===== src/rtl/ram_port_arbiter_if.sv =====
// One requester's side of the RAM arbiter: request/command in, grant and read data out.
// The master modport belongs to the requester and the slave modport to the arbiter.
interface ram_port_arbiter_if #(
    parameter int DATAWIDTH = 8,
    parameter int ADDRWIDTH = 10
);
    logic                 req_i;
    logic                 we_i;
    logic [ADDRWIDTH-1:0] addr_i;
    logic [DATAWIDTH-1:0] data_i;
    logic                 gnt_o;
    logic                 rvalid_o;
    logic [DATAWIDTH-1:0] rdata_o;

    modport master (
        output req_i, we_i, addr_i, data_i,
        input  gnt_o, rvalid_o, rdata_o
    );

    modport slave (
        input  req_i, we_i, addr_i, data_i,
        output gnt_o, rvalid_o, rdata_o
    );
endinterface


===== src/rtl/ram_port_arbiter.sv =====
// Round-robin arbiter sharing one asynchronous single-port RAM between requesters A and B.
// Writes use a setup/strobe/hold sequence so address and data are stable around the strobe.
module ram_port_arbiter #(
    parameter int DATAWIDTH = 8,
    parameter int ADDRWIDTH = 10
) (
    input  logic                 clk_i,
    input  logic                 rst_ni,
    ram_port_arbiter_if.slave    a_if,
    ram_port_arbiter_if.slave    b_if,
    output logic [ADDRWIDTH-1:0] ram_addr_o,
    output logic [DATAWIDTH-1:0] ram_data_o,
    output logic                 ram_wen_o,
    input  logic [DATAWIDTH-1:0] ram_data_i,
    output logic                 busy_o
);

    typedef enum logic [2:0] {
        IDLE,
        W_SETUP,
        W_STROBE,
        W_HOLD,
        R_ADDR,
        R_CAPT
    } state_e;

    state_e               state_q;
    logic                 ptr_q;      // 0: A wins a tie, 1: B wins a tie
    logic                 owner_q;    // 0: A owns the transaction, 1: B
    logic [ADDRWIDTH-1:0] ram_addr_q;
    logic [DATAWIDTH-1:0] ram_data_q;
    logic                 ram_wen_q;
    logic [DATAWIDTH-1:0] a_rdata_q;
    logic [DATAWIDTH-1:0] b_rdata_q;
    logic                 a_rvalid_q;
    logic                 b_rvalid_q;

    logic                 idle;
    logic                 grant_a;
    logic                 grant_b;
    logic                 sel_we;
    logic [ADDRWIDTH-1:0] sel_addr;
    logic [DATAWIDTH-1:0] sel_data;

    assign idle    = (state_q == IDLE);
    assign grant_a = idle && a_if.req_i && (!b_if.req_i || !ptr_q);
    assign grant_b = idle && b_if.req_i && (!a_if.req_i ||  ptr_q);

    assign sel_we   = grant_b ? b_if.we_i   : a_if.we_i;
    assign sel_addr = grant_b ? b_if.addr_i : a_if.addr_i;
    assign sel_data = grant_b ? b_if.data_i : a_if.data_i;

    assign a_if.gnt_o    = grant_a;
    assign b_if.gnt_o    = grant_b;
    assign a_if.rvalid_o = a_rvalid_q;
    assign b_if.rvalid_o = b_rvalid_q;
    assign a_if.rdata_o  = a_rdata_q;
    assign b_if.rdata_o  = b_rdata_q;
    assign ram_addr_o    = ram_addr_q;
    assign ram_data_o    = ram_data_q;
    assign ram_wen_o     = ram_wen_q;
    assign busy_o        = !idle;

    always_ff @(posedge clk_i or negedge rst_ni) begin
        if (!rst_ni) begin
            state_q    <= IDLE;
            ptr_q      <= 1'b0;
            owner_q    <= 1'b0;
            ram_addr_q <= '0;
            ram_data_q <= '0;
            ram_wen_q  <= 1'b0;
            a_rdata_q  <= '0;
            b_rdata_q  <= '0;
            a_rvalid_q <= 1'b0;
            b_rvalid_q <= 1'b0;
        end else begin
            a_rvalid_q <= 1'b0;
            b_rvalid_q <= 1'b0;
            ram_wen_q  <= 1'b0;
            case (state_q)
                IDLE: begin
                    if (grant_a || grant_b) begin
                        // Every grant points the tie-breaker at the requester that did not win.
                        ptr_q      <= grant_a;
                        owner_q    <= grant_b;
                        ram_addr_q <= sel_addr;
                        ram_data_q <= sel_data;
                        state_q    <= sel_we ? W_SETUP : R_ADDR;
                    end
                end
                W_SETUP: begin
                    ram_wen_q <= 1'b1;
                    state_q   <= W_STROBE;
                end
                W_STROBE: state_q <= W_HOLD;
                W_HOLD:   state_q <= IDLE;
                R_ADDR: begin
                    // Address has been stable for a full cycle; the RAM read path has settled.
                    if (owner_q) begin
                        b_rdata_q  <= ram_data_i;
                        b_rvalid_q <= 1'b1;
                    end else begin
                        a_rdata_q  <= ram_data_i;
                        a_rvalid_q <= 1'b1;
                    end
                    state_q <= R_CAPT;
                end
                R_CAPT:   state_q <= IDLE;
                default:  state_q <= IDLE;
            endcase
        end
    end

endmodule


===== src/flat_wrapper.sv =====
// flat-port wrapper written by rule: the top's interface ports become plain ports
module ram_port_arbiter_flat 
#(
    parameter int DATAWIDTH = 8,
    parameter int ADDRWIDTH = 10
)
  (clk_i, rst_ni, ram_addr_o, ram_data_o, ram_wen_o, ram_data_i, busy_o, a_if_req_i, a_if_we_i, a_if_addr_i, a_if_data_i, a_if_gnt_o, a_if_rvalid_o, a_if_rdata_o, b_if_req_i, b_if_we_i, b_if_addr_i, b_if_data_i, b_if_gnt_o, b_if_rvalid_o, b_if_rdata_o);
  ram_port_arbiter_if #(.DATAWIDTH(DATAWIDTH), .ADDRWIDTH(ADDRWIDTH)) a_if_i ();
  ram_port_arbiter_if #(.DATAWIDTH(DATAWIDTH), .ADDRWIDTH(ADDRWIDTH)) b_if_i ();
  input  logic clk_i;
  input  logic rst_ni;
  output logic [ADDRWIDTH-1:0] ram_addr_o;
  output logic [DATAWIDTH-1:0] ram_data_o;
  output logic ram_wen_o;
  input  logic [DATAWIDTH-1:0] ram_data_i;
  output logic busy_o;
  input wire logic [$bits(a_if_i.req_i)-1:0] a_if_req_i;
  input wire logic [$bits(a_if_i.we_i)-1:0] a_if_we_i;
  input wire logic [$bits(a_if_i.addr_i)-1:0] a_if_addr_i;
  input wire logic [$bits(a_if_i.data_i)-1:0] a_if_data_i;
  output wire logic [$bits(a_if_i.gnt_o)-1:0] a_if_gnt_o;
  output wire logic [$bits(a_if_i.rvalid_o)-1:0] a_if_rvalid_o;
  output wire logic [$bits(a_if_i.rdata_o)-1:0] a_if_rdata_o;
  input wire logic [$bits(b_if_i.req_i)-1:0] b_if_req_i;
  input wire logic [$bits(b_if_i.we_i)-1:0] b_if_we_i;
  input wire logic [$bits(b_if_i.addr_i)-1:0] b_if_addr_i;
  input wire logic [$bits(b_if_i.data_i)-1:0] b_if_data_i;
  output wire logic [$bits(b_if_i.gnt_o)-1:0] b_if_gnt_o;
  output wire logic [$bits(b_if_i.rvalid_o)-1:0] b_if_rvalid_o;
  output wire logic [$bits(b_if_i.rdata_o)-1:0] b_if_rdata_o;
  assign a_if_i.req_i = a_if_req_i;
  assign a_if_i.we_i = a_if_we_i;
  assign a_if_i.addr_i = a_if_addr_i;
  assign a_if_i.data_i = a_if_data_i;
  assign a_if_gnt_o = a_if_i.gnt_o;
  assign a_if_rvalid_o = a_if_i.rvalid_o;
  assign a_if_rdata_o = a_if_i.rdata_o;
  assign b_if_i.req_i = b_if_req_i;
  assign b_if_i.we_i = b_if_we_i;
  assign b_if_i.addr_i = b_if_addr_i;
  assign b_if_i.data_i = b_if_data_i;
  assign b_if_gnt_o = b_if_i.gnt_o;
  assign b_if_rvalid_o = b_if_i.rvalid_o;
  assign b_if_rdata_o = b_if_i.rdata_o;
  ram_port_arbiter #(.DATAWIDTH(DATAWIDTH), .ADDRWIDTH(ADDRWIDTH)) u_core (.clk_i(clk_i), .rst_ni(rst_ni), .a_if(a_if_i), .b_if(b_if_i), .ram_addr_o(ram_addr_o), .ram_data_o(ram_data_o), .ram_wen_o(ram_wen_o), .ram_data_i(ram_data_i), .busy_o(busy_o));
endmodule

===== config.mk =====
export PLATFORM = sky130hd
export DESIGN_NAME = ram_port_arbiter_flat
export DESIGN_NICKNAME = d
export VERILOG_FILES = /design/src/rtl/ram_port_arbiter_if.sv /design/src/rtl/ram_port_arbiter.sv /design/src/flat_wrapper.sv
export SDC_FILE = /design/constraint.sdc
export NUM_CORES = 1
export LEC_CHECK = 0
export CORE_MARGIN = 2
export CORE_UTILIZATION = 39
export CTS_BUF_LIST = sky130_fd_sc_hd__clkbuf_4
export DETAILED_ROUTE_END_ITERATION = 8
export HOLD_SLACK_MARGIN = 0.1
export PLACE_DENSITY = 0.79
export SYNTH_ARGS = -nofsm -noshare
export SYNTH_HDL_FRONTEND = slang
export SYNTH_SLANG_ARGS = --single-unit

===== constraint.sdc =====
create_clock -name clk_i -period 1.65 [get_ports clk_i]
set_input_delay 0.495 -clock clk_i [delete_from_list [all_inputs] [get_ports clk_i]]
set_output_delay 0.495 -clock clk_i [all_outputs]
set_load 0.05 [all_outputs]

==> results of run 1 <==
[power by group]
| part | switching [mW] | internal [mW] | total [mW] |
|---|---|---|---|
| Combinational | 2.82 | 2.88 | 5.70 |
| Sequential | 0.563 | 1.52 | 2.08 |
| Clock | 0.332 | 0.314 | 0.646 |
| Total | 3.72 | 4.71 | 8.43 |
[layout make-up]
| cell class | count | area, um2 |
|---|---|---|
| timing repair buffer | 119 | 1570 |
| fill | 298 | 1170 |
| sequential | 42 | 1050 |
| multi-input combinational | 96 | 857 |
| tap | 67 | 83.8 |
| clock inverter | 3 | 40.0 |
| clock buffer | 5 | 37.5 |
| inverter | 3 | 11.3 |
[registers in the layout, indices dropped and copies added, names as in the netlist]
name	cells
u_core.a_if.rdata_o	8
u_core.a_if.rvalid_o	1
u_core.b_if.rdata_o	8
u_core.ram_wen_o	1
u_core.state_q	3
u_core.ptr_q	1
u_core.ram_addr_o	10
u_core.b_if.rvalid_o	1
u_core.owner_q	1
u_core.ram_data_o	8
[logic make-up after synthesis]
logic type / after synthesis / synth area share
compound gates: 61 / 0.251
flops: 42 / 0.532
buf+inv: 20 / 0.0557
simple gates: 18 / 0.0658
mux: 16 / 0.0911
xor+xnor: 1 / 0.00443
[how the worst min path moves through the flow]
| stage | slack (ns) | cells after the start | endpoint |
|---|---|---|---|
| finish | 0.59 | 1 | u_core.owner_q$_DFFE_PN0P_ |
| global route | 0.60 | 1 | u_core.a_if.rdata_o[4]$_DFFE_PN0P_ |
| CTS | 0.59 | 1 | u_core.owner_q$_DFFE_PN0P_ |
| detailed placement | 0.49 | 2 | u_core.b_if.rvalid_o$_DFF_PN0_ |
| global placement | 0.49 | 2 | u_core.a_if.rvalid_o$_DFF_PN0_ |
| floorplan | 0.20 | 0 | u_core.a_if.rdata_o[0]$_DFFE_PN0P_ |
[Yosys cell counts, drive strengths merged]
cell type,instances
a21boi,1
dfrtp,42
a31oi,3
a21o,2
and3,2
buf,9
and2,1
a21oi,1
nor2b,1
inv,3
clkbuf,8
nand3,2
nor3,2
xnor2,1
nand2b,1
or3,1
mux2,16
nor4b,1
nand2,2
nor2,5
a2bb2oi,18
o31ai,18
a311oi,18
[routing by layer]
layer / part of all wire / track usage / wire length [um]
met1: 0.39 / 0.271 / 2420
met3: 0.059 / 0.0602 / 371
met4: 0.022 / 0.0975 / 141
met5: 0 / 0 / 0
met2: 0.53 / 0.368 / 3340
[critical path, stage by stage, from the launching register on]
cell,delay [ns]
sky130_fd_sc_hd__dfrtp_1,0.43
sky130_fd_sc_hd__nor3_4,0.23
sky130_fd_sc_hd__buf_4,0.14
sky130_fd_sc_hd__and3_4,0.17
sky130_fd_sc_hd__buf_8,0.14
[per-stage QoR]
stage / setup slack, ns / setup TNS [ns] / power [mW]
2_1_floorplan: -0.217 / -0.217 / 4.80
3_3_place_gp: -0.375 / -5.79 / 7.38
3_5_place_dp: -0.405 / -6.91 / 7.53
4_1_cts: -0.329 / -0.857 / 8.34
5_1_grt: -0.357 / -1.02 / 8.75
6_report: -0.315 / -0.866 / 8.43
[repair_timing]
action / 4_1_cts / 5_1_grt
pin swaps: 3 / 2
hold buffers: 1 / 0
endpoints found under the setup margin: 4 / 9
buffers inserted: 8 / 1
endpoints found under the hold margin: 42 / 0
gates resized for setup: 5 / 6
==> results.md, run 1 <==
- The run finished, with violations left.
- The checks that failed: negative setup slack.
- For the pin with the worst max-slew slack, the measured transition is 0.413 ns.
- The via density per instance is approximately 5.5.
- The required time of the critical path is 1.15 ns.
- The endpoint of the worst-slack reg-to-reg timing path is u_core.ram_data_o[6]$_DFFE_PN0P_.
- The aggregate global routing overflow is 0.
- In the final layout, the share of cells above drive strength 1 is 0.396.
- For this configuration, the core starts out at a cell density of 0.410.
- Setup repair after global routing could not meet its margin everywhere.
- For this design the static power due to leakage is 1.54 nW.
- Tracing the worst setup path back leads to its startpoint at u_core.state_q[2]$_DFFE_PN0P_.
- Power spread over the standard cell area amounts to roughly 2300 nW/um2.
- TritonCTS built the clock tree.
- The worst hold path startpoint is u_core.owner_q$_DFFE_PN0P_.
- The startpoint kind of the worst setup timing path is a flip-flop.
- The final worst-path setup slack is -0.315 ns.
- Headroom to the max-slew limit came out at 0.724.
- The count of endpoints failing hold in the final timing report is 0.
- 0 antenna diodes ended up in the layout.
- At the end of routability-driven placement, the weighted congestion stood at between 0.7 and 0.8.
- Of the post-synthesis cell area, the dominant cell type holds 0.532.
- The total number of placement rows is 25.
- In this run the mean area of a mapped cell was approximately 13 um2.
- Static timing analysis puts the maximum clock frequency at approximately 0.51 GHz.
- The final count of negative-setup-slack endpoints is 3.
- Counting I/O delays and the setup requirement, the final critical path takes around 2.0 ns.
- The routed wire length per instance is 18.7 um.
- During synthesis, Yosys emitted a total of 0 warnings.
- The horizontal die dimension is about 75 um.
- The number of global-route vias before repair is between 1500 and 2000.
- The overall die area is about 5700 um2.
- Data on the critical path arrives at its endpoint at 1.47 ns.
- The share of the clock period used by the worst path is 1.19.
- The launching point of the worst reg2reg path is u_core.state_q[2]$_DFFE_PN0P_.
- In the post-synthesis netlist, the biggest area contributors are sky130_fd_sc_hd__dfrtp_1, sky130_fd_sc_hd__mux2_2, sky130_fd_sc_hd__a2bb2oi_1, sky130_fd_sc_hd__a311oi_1, sky130_fd_sc_hd__o31ai_1.
- The first global-routing pass estimated just over 9 mm of wire.
- The initial antenna violation count is 0.
- For this design the top-level I/O count stands at 90.
- In this run the register-to-register setup slack is 0.07 ns.
- Clock-pin slew was measured on the worst setup and hold paths at 0.12 ns.
- The end of the critical path is a_if_gnt_o.
- After detailed routing, the number of remaining DRC violations is 0.
- Counting cells, the worst reg-to-reg path comes to 6.
- The number of search-and-repair iterations in the first detailed-routing pass is 5.
- The synthesis-to-finish area growth is 84.6%.
- Once layout is complete, the utilization of the core stands at 0.757.
- The commonest non-fill, non-tap cell in the layout is sky130_fd_sc_hd__clkdlybuf4s50_1.
- Counting flops and latches in the post-synthesis netlist gives between 40 and 50.
- The cell count after synthesis came out at 158.
- The worst-skew pair later-pin latency is 0.36 ns.
- The number of nets in the finished design is around 320.
- The worst clock skew on the final layout is approximately 0.009 ns.
- Hold timing on the final database bottoms out at a slack of a little under 0.6 ns.
- After detailed placement, the design holds a cell count of between 300 and 400.
- After routing the design area is roughly 3600 um2.
- The routed layout has ~1800 vias.
- The global-route total usage across every layer is 0.222.
- The total of buffers placed on input and output ports is 89.
- The tool flagged a number of max-cap violations equal to 0.
- The count of distinct cell types in the synthesized netlist is 31.
- For this run, the register share of the synthesized area comes to 0.532.
- The worst setup path is captured at an output port.
- VDD sags by at most about 0.0014 V.
- No sink is reached through more buffers than the 2 on the longest clock path.
- The placed standard-cell area is approximately 3500 um2.
- The largest area contributor in the synthesized netlist is sky130_fd_sc_hd__dfrtp_1.
- In this run the worst path has a maximum fanout of 2.
- In this run the worst hold path is classified as flip-flop to flip-flop.
- The area inside the core boundary is 4820 um2.
- The net count of the mapped netlist is between 200 and 250.
- The critical path class is flip-flop to output port.
- The remaining antenna violation count is 0.
- After detailed routing, the total wire length is 6.27 mm.
- The root buffer cell is sky130_fd_sc_hd__clkbuf_4.
- The total CTS buffers is 5.
- The post-route non-filler standard cell count is between 300 and 400.
- Summed over all nets, the half-perimeter wirelength after detailed placement is 4.38 mm.
- The largest net degree at the start of global routing is 43.
- The number of max-slew violations in the final report is 0.
- The number of H-tree levels is 2.
- In the layout the commonest cells are sky130_fd_sc_hd__clkdlybuf4s50_1, sky130_fd_sc_hd__buf_12, sky130_fd_sc_hd__dfrtp_1.
- The count of routing violations after the opening detailed-route iteration is between 100 and 150.
- The floorplan die height is 75.2 um.
- The count of clock tree sinks is 42.
- The synthesized netlist occupies a cell area of 1980 um2.
Power figures use the tool's default switching activity.
==> run 2: changes to the inputs <==
--- a/config.mk
+++ b/config.mk
@@ -9,8 +9,10 @@
 export CORE_UTILIZATION = 39
 export CTS_BUF_LIST = sky130_fd_sc_hd__clkbuf_4
 export DETAILED_ROUTE_END_ITERATION = 8
+export GPL_ROUTABILITY_DRIVEN = 1
 export HOLD_SLACK_MARGIN = 0.1
-export PLACE_DENSITY = 0.79
+export PLACE_DENSITY = 0.81
 export SYNTH_ARGS = -nofsm -noshare
 export SYNTH_HDL_FRONTEND = slang
 export SYNTH_SLANG_ARGS = --single-unit
+export TNS_END_PERCENT = 50
==> results.md, run 2 (synthesized netlist as in run 1, its figures left out) <==
- The count of nets left with antenna violations once routing finished came out at 0.
- Max-cap violations in this run came to 0.
- The leakage power figure is between 1.5 and 2 nW.
- After floorplanning, the core was sized to cover approximately 4800 um2.
- With fillers left out, the area of the finished cells amounts to about 3600 um2.
- TritonCTS built the clock tree.
- The floorplan step defined a die boundary enclosing 5650 um2.
- The overall routed net length is a little over 6 mm.
- The root buffer cell is sky130_fd_sc_hd__clkbuf_4.
- The initial standard-cell utilization of the core is 0.410.
- The headroom to the max-slew limit is 0.391.
- The critical path contains buffers and inverters numbering 2 combined.
- The total of fill cells in the finished design is roughly 320.
- The post-route non-filler standard cell count is between 300 and 400.
- The final count of negative-setup-slack endpoints is 7.
- Counting the buffers created by CTS gives 5.
- The placed wire-length estimate after detailed placement is between 4 and 5 mm.
- Setup slack on the worst reg-to-reg path comes out at ~0.090 ns.
- The number of flip-flops under the largest register name is 10.
- The flow ran to the end, but the final reports show violations.
- The required time of the critical path is 1.15 ns.
- Dividing the final minimum period by the clock period gives 1.17.
- The worst-skew pair later-pin latency is around 0.34 ns.
- Setup repair after global routing could not meet its margin everywhere.
- The clock transition time at the flip-flop clock pins of the worst setup and hold paths is around 0.12 ns.
- The count of placed standard cells including taps is around 310.
- In this run the cell area measured after placement is about 3400 um2.
- Counting along the longest clock path gives a buffer depth of 2.
- Overall power consumption after layout is estimated at 8.29 mW.
- Row generation in the floorplan step produced 25 rows.
- The core utilization of the finished layout is 0.741.
- The checks that failed: negative setup slack.
- Summed over all failing endpoints, the final setup total negative slack is -0.781 ns.
- The signal arrival time at the worst endpoint is between 1 and 1.5 ns.
- After detailed routing, the number of vias per cell comes to 5.63.
- For the finished layout, the period the worst path requires is slightly below 2 ns.
- The initial antenna violation count came to 0.
- The class of the tightest hold or removal check is input pin to async pin.
- The clock drives 42 sinks.
- In the final layout, the share of cells above drive strength 1 is 0.375.
- The final route contains around 1900 vias.
- The worst setup path is launched from a flip-flop.
- The largest net degree at the start of global routing is 43.
- The first global-routing pass estimated approximately 9.2 mm of wire.
- Among all stages on the critical path, the largest delay is contributed by sky130_fd_sc_hd__dfrtp_1.
- For the pin with the worst max-slew slack, the measured transition is about 0.9 ns.
- The number of hold buffers added after CTS was 0.
- Final hold analysis gives a worst-case slack of approximately 0.099 ns.
- Measured along the x axis, the die boundary spans roughly 75 um.
- The signal on the critical path passes through nor3_4, buf_4, and3_4, buf_8.
- Leaving out fill and tap cells, the most frequent cell in the layout is sky130_fd_sc_hd__clkdlybuf4s50_1.
- Relative to the synthesized area, the layout overhead comes to 80.5%.
- The setup path with the least slack is of type flip-flop to output port.
- The congestion estimate from routability-driven global placement came to 0.732.
- Dividing total power by cell area gives a power density of around 2300 nW/um2.
- Timing analysis after detailed placement gives a worst setup slack of -0.538 ns.
- The cell family with the largest share of critical-path delay is flip-flops.
- The highest net fanout along the worst path is 2.
- The number of search-and-repair iterations in the first detailed-routing pass is 4.
- The maximum clock frequency is roughly 0.52 GHz.
- On the worst path, the slowest cell contributes a delay of 0.43 ns.
- The peak ir drop on the vdd network is 0.00140 V.
- STA classifies the critical path endpoint as an output port.
- The number of global-route vias before repair is around 1900.
- 0 antenna diodes ended up in the layout.
- The global-route total usage across every layer is 0.216.
- In the final design database the tool counted 313 nets.
- The number of H-tree levels is 2.
- After layout, the worst setup slack is -0.283 ns.
- The number of max-slew violations in the final report is 0.
- The routed wire length per instance is about 18 um.
- The library cells used most frequently in the layout, excluding fill and tap cells, are sky130_fd_sc_hd__clkdlybuf4s50_1, sky130_fd_sc_hd__buf_12, sky130_fd_sc_hd__dfrtp_1.
- The floorplan die height is 75.2 um.
- The total of buffers placed on input and output ports is 89.
- The count of routing violations after the opening detailed-route iteration is around 160.
- The top-level port count is 90.
- The count of endpoints failing hold in the final timing report came to 0.
- After global routing the overflow that remains totals 0.
- For this run, design rule violations remaining after detail routing come to 0.
- Between clock sinks in the finished design, the worst skew comes to approximately 0.0050 ns.
-- run 2: changes by cell type in the layout (fill, tap and decap cells not counted), sizes merged --
cell and change:
buf -4, bufinv -1, dlygate4sd3 -1, clkbuf +2
-- run 2: metal layers --
metal	share of wire	GRT usage	routed length, um	up-vias
met5	0	0	0	-
met2	0.51	0.349	3080	106
met4	0.023	0.0838	142	0
li1	-	-	-	830
met3	0.071	0.0509	428	19
met1	0.40	0.283	2410	909
-- run 2: final timing paths --
kind,startpoint,depth (start not counted),to
hold / removal,rst_ni,2,u_core.a_if.rdata_o[5]$_DFFE_PN0P_
setup / recovery,u_core.state_q[1]$_DFFE_PN0P_,4,a_if_gnt_o
min in group clk_i,u_core.b_if.rdata_o[5]$_DFFE_PN0P_,1,u_core.b_if.rdata_o[5]$_DFFE_PN0P_
setup reg to reg,u_core.state_q[1]$_DFFE_PN0P_,7,u_core.ram_addr_o[8]$_DFFE_PN0P_
max in group asynchronous,rst_ni,2,u_core.ram_data_o[5]$_DFFE_PN0P_
hold reg to reg,u_core.b_if.rdata_o[5]$_DFFE_PN0P_,1,u_core.b_if.rdata_o[5]$_DFFE_PN0P_
-- run 2: cell type report --
class	instances	area (um2)	area share
timing repair buffer	115	1530	0.428
sequential	42	1050	0.295
multi-input combinational	96	840	0.235
tap	67	83.8	0.0235
clock buffer	6	45.0	0.0126
inverter	3	11.3	0.00316
clock inverter	2	8.76	0.00245
-- run 2: what timing repair did --
action / 4_1_cts / 5_1_grt
gates cloned: 0 / 1
pin swaps: 2 / 1
resized for setup: 5 / 0
setup endpoints to repair: 22 / 20
setup buffers: 3 / 5
-- run 2: report_power, final --
part | switching (mW) | internal (mW) | leakage [nW]
logic | 2.78 | 2.93 | 0.982
clock network | 0.323 | 0.177 | 0.0331
registers | 0.560 | 1.52 | 0.492
